--- src/rtl/toggle_handshake_rx.sv ---
// Consumer end of a two-phase (toggle) handshake link: synchronises req_tgl, captures
// the bundled word, presents it on valid/ready and toggles ack_tgl on each accept.
module toggle_handshake_rx #(
    parameter int DATA_W      = 8,
    parameter int SYNC_STAGES = 2,
    parameter int CNT_W       = 8
) (
    input  logic              clk,
    input  logic              rst,
    input  logic              req_tgl,
    input  logic [DATA_W-1:0] req_data,
    output logic              ack_tgl,
    output logic              rx_valid,
    output logic [DATA_W-1:0] rx_data,
    input  logic              rx_ready,
    output logic [CNT_W-1:0]  evt_count,
    output logic              overrun
);

    typedef enum logic {
        IDLE = 1'b0,
        HOLD = 1'b1
    } state_t;

    state_t state_reg, state_next;

    logic [SYNC_STAGES-1:0] sync_reg;
    logic [SYNC_STAGES-1:0] sync_in;
    logic                   prev_reg;
    logic                   edge_det;

    logic              ack_reg, ack_next;
    logic              rx_valid_reg, rx_valid_next;
    logic [DATA_W-1:0] rx_data_reg, rx_data_next;
    logic [CNT_W-1:0]  cnt_reg, cnt_next;
    logic              overrun_reg, overrun_next;
    logic              accept;

    // Each synchroniser stage takes the previous stage; stage 0 takes the raw toggle.
    generate
        for (genvar gi = 0; gi < SYNC_STAGES; gi++) begin : g_sync
            if (gi == 0) begin : g_first
                assign sync_in[gi] = req_tgl;
            end else begin : g_rest
                assign sync_in[gi] = sync_reg[gi-1];
            end
        end
    endgenerate

    always_ff @(posedge clk or posedge rst) begin
        if (rst) begin
            sync_reg <= '0;
            prev_reg <= 1'b0;
        end else begin
            sync_reg <= sync_in;
            prev_reg <= sync_reg[SYNC_STAGES-1];
        end
    end

    // Either direction of the toggle is one request.
    assign edge_det = sync_reg[SYNC_STAGES-1] ^ prev_reg;
    assign accept   = rx_valid_reg & rx_ready;

    // State register
    always_ff @(posedge clk or posedge rst) begin
        if (rst) begin
            state_reg <= IDLE;
        end else begin
            state_reg <= state_next;
        end
    end

    // Next-state logic
    always_comb begin
        state_next = state_reg;
        case (state_reg)
            IDLE:    if (edge_det) state_next = HOLD;
            HOLD:    if (accept)   state_next = IDLE;
            default: state_next = IDLE;
        endcase
    end

    // Output logic: next values for the registered outputs
    always_comb begin
        ack_next      = ack_reg;
        rx_valid_next = rx_valid_reg;
        rx_data_next  = rx_data_reg;
        cnt_next      = cnt_reg;
        overrun_next  = overrun_reg;
        case (state_reg)
            IDLE: begin
                if (edge_det) begin
                    rx_data_next  = req_data;
                    rx_valid_next = 1'b1;
                end
            end
            HOLD: begin
                // A toggle arriving before our ack is a sender violation; drop it.
                if (edge_det) begin
                    overrun_next = 1'b1;
                end
                if (accept) begin
                    rx_valid_next = 1'b0;
                    ack_next      = ~ack_reg;
                    cnt_next      = cnt_reg + CNT_W'(1);
                end
            end
            default: ;
        endcase
    end

    always_ff @(posedge clk or posedge rst) begin
        if (rst) begin
            ack_reg      <= 1'b0;
            rx_valid_reg <= 1'b0;
            rx_data_reg  <= '0;
            cnt_reg      <= '0;
            overrun_reg  <= 1'b0;
        end else begin
            ack_reg      <= ack_next;
            rx_valid_reg <= rx_valid_next;
            rx_data_reg  <= rx_data_next;
            cnt_reg      <= cnt_next;
            overrun_reg  <= overrun_next;
        end
    end

    assign ack_tgl   = ack_reg;
    assign rx_valid  = rx_valid_reg;
    assign rx_data   = rx_data_reg;
    assign evt_count = cnt_reg;
    assign overrun   = overrun_reg;

endmodule
--- config.mk ---
export PLATFORM = sky130hd
export DESIGN_NAME = toggle_handshake_rx
export DESIGN_NICKNAME = d
export VERILOG_FILES = /design/src/rtl/toggle_handshake_rx.sv
export SDC_FILE = /design/constraint.sdc
export NUM_CORES = 1
export LEC_CHECK = 0
export CAP_MARGIN = 20
export CORE_UTILIZATION = 43
export DETAILED_ROUTE_END_ITERATION = 8
export PLACE_DENSITY = 0.85
export RECOVER_POWER = 25
export SYNTH_ARGS = -nofsm -noshare
export SYNTH_HDL_FRONTEND = slang
export SYNTH_SLANG_ARGS = --single-unit
export TNS_END_PERCENT = 20
--- constraint.sdc ---
create_clock -name clk -period 1.5 [get_ports clk]
set_input_delay 0.3 -clock clk [delete_from_list [all_inputs] [get_ports clk]]
set_output_delay 0.3 -clock clk [all_outputs]
set_load 0.02 [all_outputs]
After elaboration in Yosys (flattened, before gate mapping)
Index checks and enable logic that the tools add are counted.
{"block": "op_classes", "add_sub_neg": 1, "eq_ne": 2, "muxes": 6, "n_bitwise": 4, "reduce_logical": 4}
{"operator": "adder 8 x 1 -> 8 bit (second input constant)", "count": 1}
{"operator": "AND reduction 2 bit", "count": 4}
{"operator": "2-to-1 mux 1 bit", "count": 4}
{"operator": "case mux 1 bit (2 select lines)", "count": 2}
{"operator": "inequality test 2 x 1 -> 1 bit (second input constant)", "count": 1}
{"operator": "inequality test 2 bit (second input constant)", "count": 1}
{"operator": "inverter 1 bit", "count": 2}
{"operator": "bitwise AND 1 bit", "count": 1}
{"operator": "XOR 1 bit", "count": 1}
{"block": "word_totals", "regBits": 23, "inputBits": 12, "elab_cells": 25}

Logic depth before layout (Yosys ltp)
{"block": "logic_depth", "ltp_word": 3, "ltp_mapped": 4, "depth_no_buf": 3}

Worst setup path after synthesis
OpenSTA, ideal clock, no wires.
{"block": "synth_path", "kind": "register -> register", "from": "reg prev_reg", "to": "reg rx_data_reg[0], in the netlist rx_data[0]", "setup_ps": 125, "arrival_ps": 1143, "t_required_ps": 1375, "slack_ps": 232, "path_stages_with_launch": 5, "path_cell_list": "dfrtp_1 -> xor2_1 -> and2b_1 -> buf_6 -> mux2_4"}
{"block": "synth_via", "elab_chain_len": 2}
{"item": "from (decl)", "line_no": "29", "source": "logic prev_reg;"}
{"item": "from (signal assigned)", "line_no": "56", "source": "prev_reg <= sync_reg[SYNC_STAGES-1];"}
{"item": "XOR 1 bit", "line_no": "61", "source": "assign edge_det = sync_reg[SYNC_STAGES-1] ^ prev_reg;"}
{"item": "AND reduction 2 bit (no source line)"}
{"item": "to (signal assigned)", "line_no": "122", "source": "rx_data_reg <= rx_data_next;"}
{"item": "to (decl)", "line_no": "34", "source": "logic [DATA_W-1:0] rx_data_reg, rx_data_next;"}
Every way passes these cells.
A chain may end at the register's enable or synchronous reset.

Worst setup path in the final report
{"block": "layout_path", "from": "reg cnt_reg[0], in the netlist evt_count[0]", "to": "out evt_count[0]"}
{"item": "from (decl)", "line_no": "35", "source": "logic [CNT_W-1:0] cnt_reg, cnt_next;"}
{"item": "from (signal assigned)", "line_no": "123", "source": "cnt_reg <= cnt_next;"}
{"item": "to (decl)", "line_no": "16", "source": "output logic [CNT_W-1:0] evt_count,"}
No word-level cell between the ends.

==> run_results.csv <==
group,metric,value,unit
routing,wl_met1,729,µm
clock_network,clock_latency,300,ps
cells_and_area,diodes,0,
routing,maxUsedRoutingLayer,"met4",
worst_setup_path,cp_cell_sequence,"dlygate4sd2_1",
hold_path,min_delay_path_depth,0,
power,pwr-share-clk,0.286,
timing,setup_viol,0,
routing,wl,1630,µm
grt,grt_max_degree,24,
clock_network,cts_htree_levels,1,
worst_setup_path,required,1200,ps
cells_and_area,drive_gt1_frac,0.214,
power,power.total,0.000941,W
floorplan,ioPinCount,31,
routing,antenna_left,0,
hold_path,hp-class,"register to register",
clock_network,cts.sinks,23,
job,drv_cap,0,
routing,vias,622,
logic_synthesis,synth_edf_count,0,
place,hpwl,1230,µm
logic_synthesis,mappedNetlistArea,912,µm²
power,p_int,0.000750,W
timing,slew_viol_final,0,
timing,layout_setup_ws,128,ps
grt,antenna_found_initial,0,
timing,tns,0,ps
routing,route.met2.wl,789,µm
logic_synthesis,ys_seq_area_frac,0.631,
status,status,"finished clean",
logic_synthesis,synth-main-ff-cell,"dfrtp_1",
clock_network,clkTransAtPathRegs,110,ps
logic_synthesis,syn_inst,63,
logic_synthesis,synth.most_common_cell,"dfrtp_1",
routing,drt_iter0_markers,2,
grt,grtUsageTotal,0.156,
worst_setup_path,timing.critical_path.buf_inv,1,
worst_setup_path,crit_path_max_fanout,4,
worst_setup_path,crit_type,"register to output pin",
timing,tightest_slew,541,ps
power,peakVddDrop,0.000507,V
logic_synthesis,yosys_warnings,0,
worst_setup_path,cp.depth,1,
worst_setup_path,cp_top_family,"flip-flops",
worst_setup_path,crit_slowest_cell,"dfrtp_1",
timing,post-route-period-util,0.915,
timing,hold_viol,0,
floorplan,row_count,16,
floorplan,dieArea,2310,µm²
clock_network,clockRootBuffer,"clkbuf_4",
timing,whs,367,ps
logic_synthesis,synth.area.top_cells,"dfrtp_1 63%, mux2_4 13%, xnor2_1 4.8%",
logic_synthesis,syn_avg_cell_area,14.5,µm²
floorplan,start_util,0.460,
logic_synthesis,syn_nets,76,
floorplan,core,1980,µm²
logic_synthesis,synth_seq_cells,23,
floorplan,die_w,48.1,µm
place,dpl_worst_slack,51.6,ps
routing,drt_drc_violations_left,0,
logic_synthesis,yosysUniqueCellTypes,17,
worst_setup_path,reg2reg_depth,4,
logic_synthesis,synth_top_area_cell,"dfrtp_1",
worst_setup_path,crit_arrival,1070,ps
cells_and_area,syn_to_final_growth,43.5,%
timing,rsz0062_at_grt,"no",
logic_synthesis,synth_common_cells,"23 x dfrtp_1, 8 x mux2_4, 5 x nand2_1, 5 x xnor2_1, 4 x xor2_1",
timing,max_freq,729,MHz
power,pwr-share-comb,0.048,
floorplan,die_h,48.1,µm
place,gp_congestion,0.845,
place,io_buffers,30,
power,p_seq_frac,0.666,
timing,worst_clock_skew,2.20,ps
routing,first_pass_iters,3,
routing,vias_per_cell,4.78,
clock_network,cts_hold_buffers,0,
timing,max_slew_margin,0.639,
worst_setup_path,worst_setup_path_start_kind,"register",
worst_setup_path,critPathMaxStageDelay,420,ps
logic_synthesis,ys_async_sr_fraction,1.00,
clock_network,cts_made_buffers,3,
power,netSwitchingFraction,0.203,
power,cellPowerDensity,719,nW/µm²
cells_and_area,nNetsFinal,117,
grt,grt_pass1_wl,2360,µm
logic_synthesis,synth.top_cell.area_share,0.631,
worst_setup_path,cp-end-kind,"output pin",
grt,grt_overflow_total,0,
cells_and_area,fin_util,0.660,
clock_network,cts_tree,"done",
routing,routedWlPerCell,12.5,µm
power,leakagePower,0.704,nW
clock_network,clockBufferDepth,2,
grt,grt_pass1_vias,551,
routing,route.met3.wl,100,µm
power,power.switching,0.000191,W
timing,timing.final.crit_period,1370,ps
## power by group through the flow
stage               combinational, W  clock [W]  sequential, W
finish                     0.0000455   0.000269       0.000627
detailed placement         0.0000474          0       0.000638
global route               0.0000519   0.000308       0.000627
CTS                        0.0000479   0.000279       0.000626
floorplan                  0.0000123          0       0.000637
global placement           0.0000461          0       0.000637
## repair_timing
action	in CTS	in global routing
setup buffers	0	0
resized for setup	19	1
setup endpoints to repair	19	1
## cell families after synthesis
logic type,share of synthesized area
AO/OA/AOI/OAI,0.0178
adder cells (fa/ha/maj),0.0137
XOR/XNOR,0.0864
flip-flops,0.631
AND/OR/NAND/NOR,0.103
buffers and inverters,0.0165
multiplexers,0.132
## path summary, 6_finish.rpt
path                              startpoint            to  slack [ps]
worst max-delay path            evt_count[0]  evt_count[0]         130
worst min-delay path             sync_reg[0]   sync_reg[1]         370
worst max register to register      prev_reg    rx_data[2]         130
worst min register to register   sync_reg[0]   sync_reg[1]         370
max in group asynchronous                rst   sync_reg[0]         590
min in group asynchronous                rst    rx_data[4]         560
## metal layers
metal,up-vias,track usage
li1,290,-
met1,304,0.191
met2,26,0.257
met3,2,0.0415
met4,0,0.0667
met5,-,0
## cells in the final DEF (no fill, tap or decap)
| master | synthesis | layout |
|---|---|---|
| nand3_2 | 1 | 1 |
| mux2_4 | 8 | 8 |
| and3_1 | 2 | 2 |
| dlygate4sd3_1 | 0 | 2 |
| buf_4 | 0 | 5 |
| buf_12 | 0 | 1 |
| nand4_1 | 3 | 3 |
| xor2_1 | 4 | 3 |
| nor2_1 | 3 | 3 |
| clkinv_2 | 0 | 1 |
| nand2_1 | 5 | 5 |
| a21o_2 | 1 | 1 |
| nand3_1 | 1 | 1 |
| xor2_2 | 0 | 1 |
| ha_1 | 1 | 1 |
| o21a_1 | 1 | 1 |
| clkdlybuf4s50_1 | 0 | 9 |
| dlygate4sd2_1 | 0 | 19 |
| dfrtp_1 | 23 | 23 |
| inv_1 | 1 | 1 |
| and2b_1 | 1 | 1 |
| nor3_1 | 2 | 2 |
| xnor2_1 | 5 | 5 |
| clkbuf_4 | 0 | 3 |
| clkbuf_2 | 0 | 1 |
## through the flow
stage | area, µm² | instances
6_report | 1310 | 130
5_1_grt | 1310 | 130
4_1_cts | 1300 | 130
3_5_place_dp | 1300 | 126
3_3_place_gp | 1300 | 126
2_1_floorplan | 912 | 63
## layout make-up
cell class                      instances  area, µm²
Multi-Input combinational cell         38        329
Inverter                                1       3.75
Clock buffer                            3       22.5
Tap cell                               27       33.8
Clock inverter                          1       5.00
Timing Repair Buffer                   37        339
Sequential cell                        23        576
Fill cell                             148        673
(Power assumes the default switching activity.)
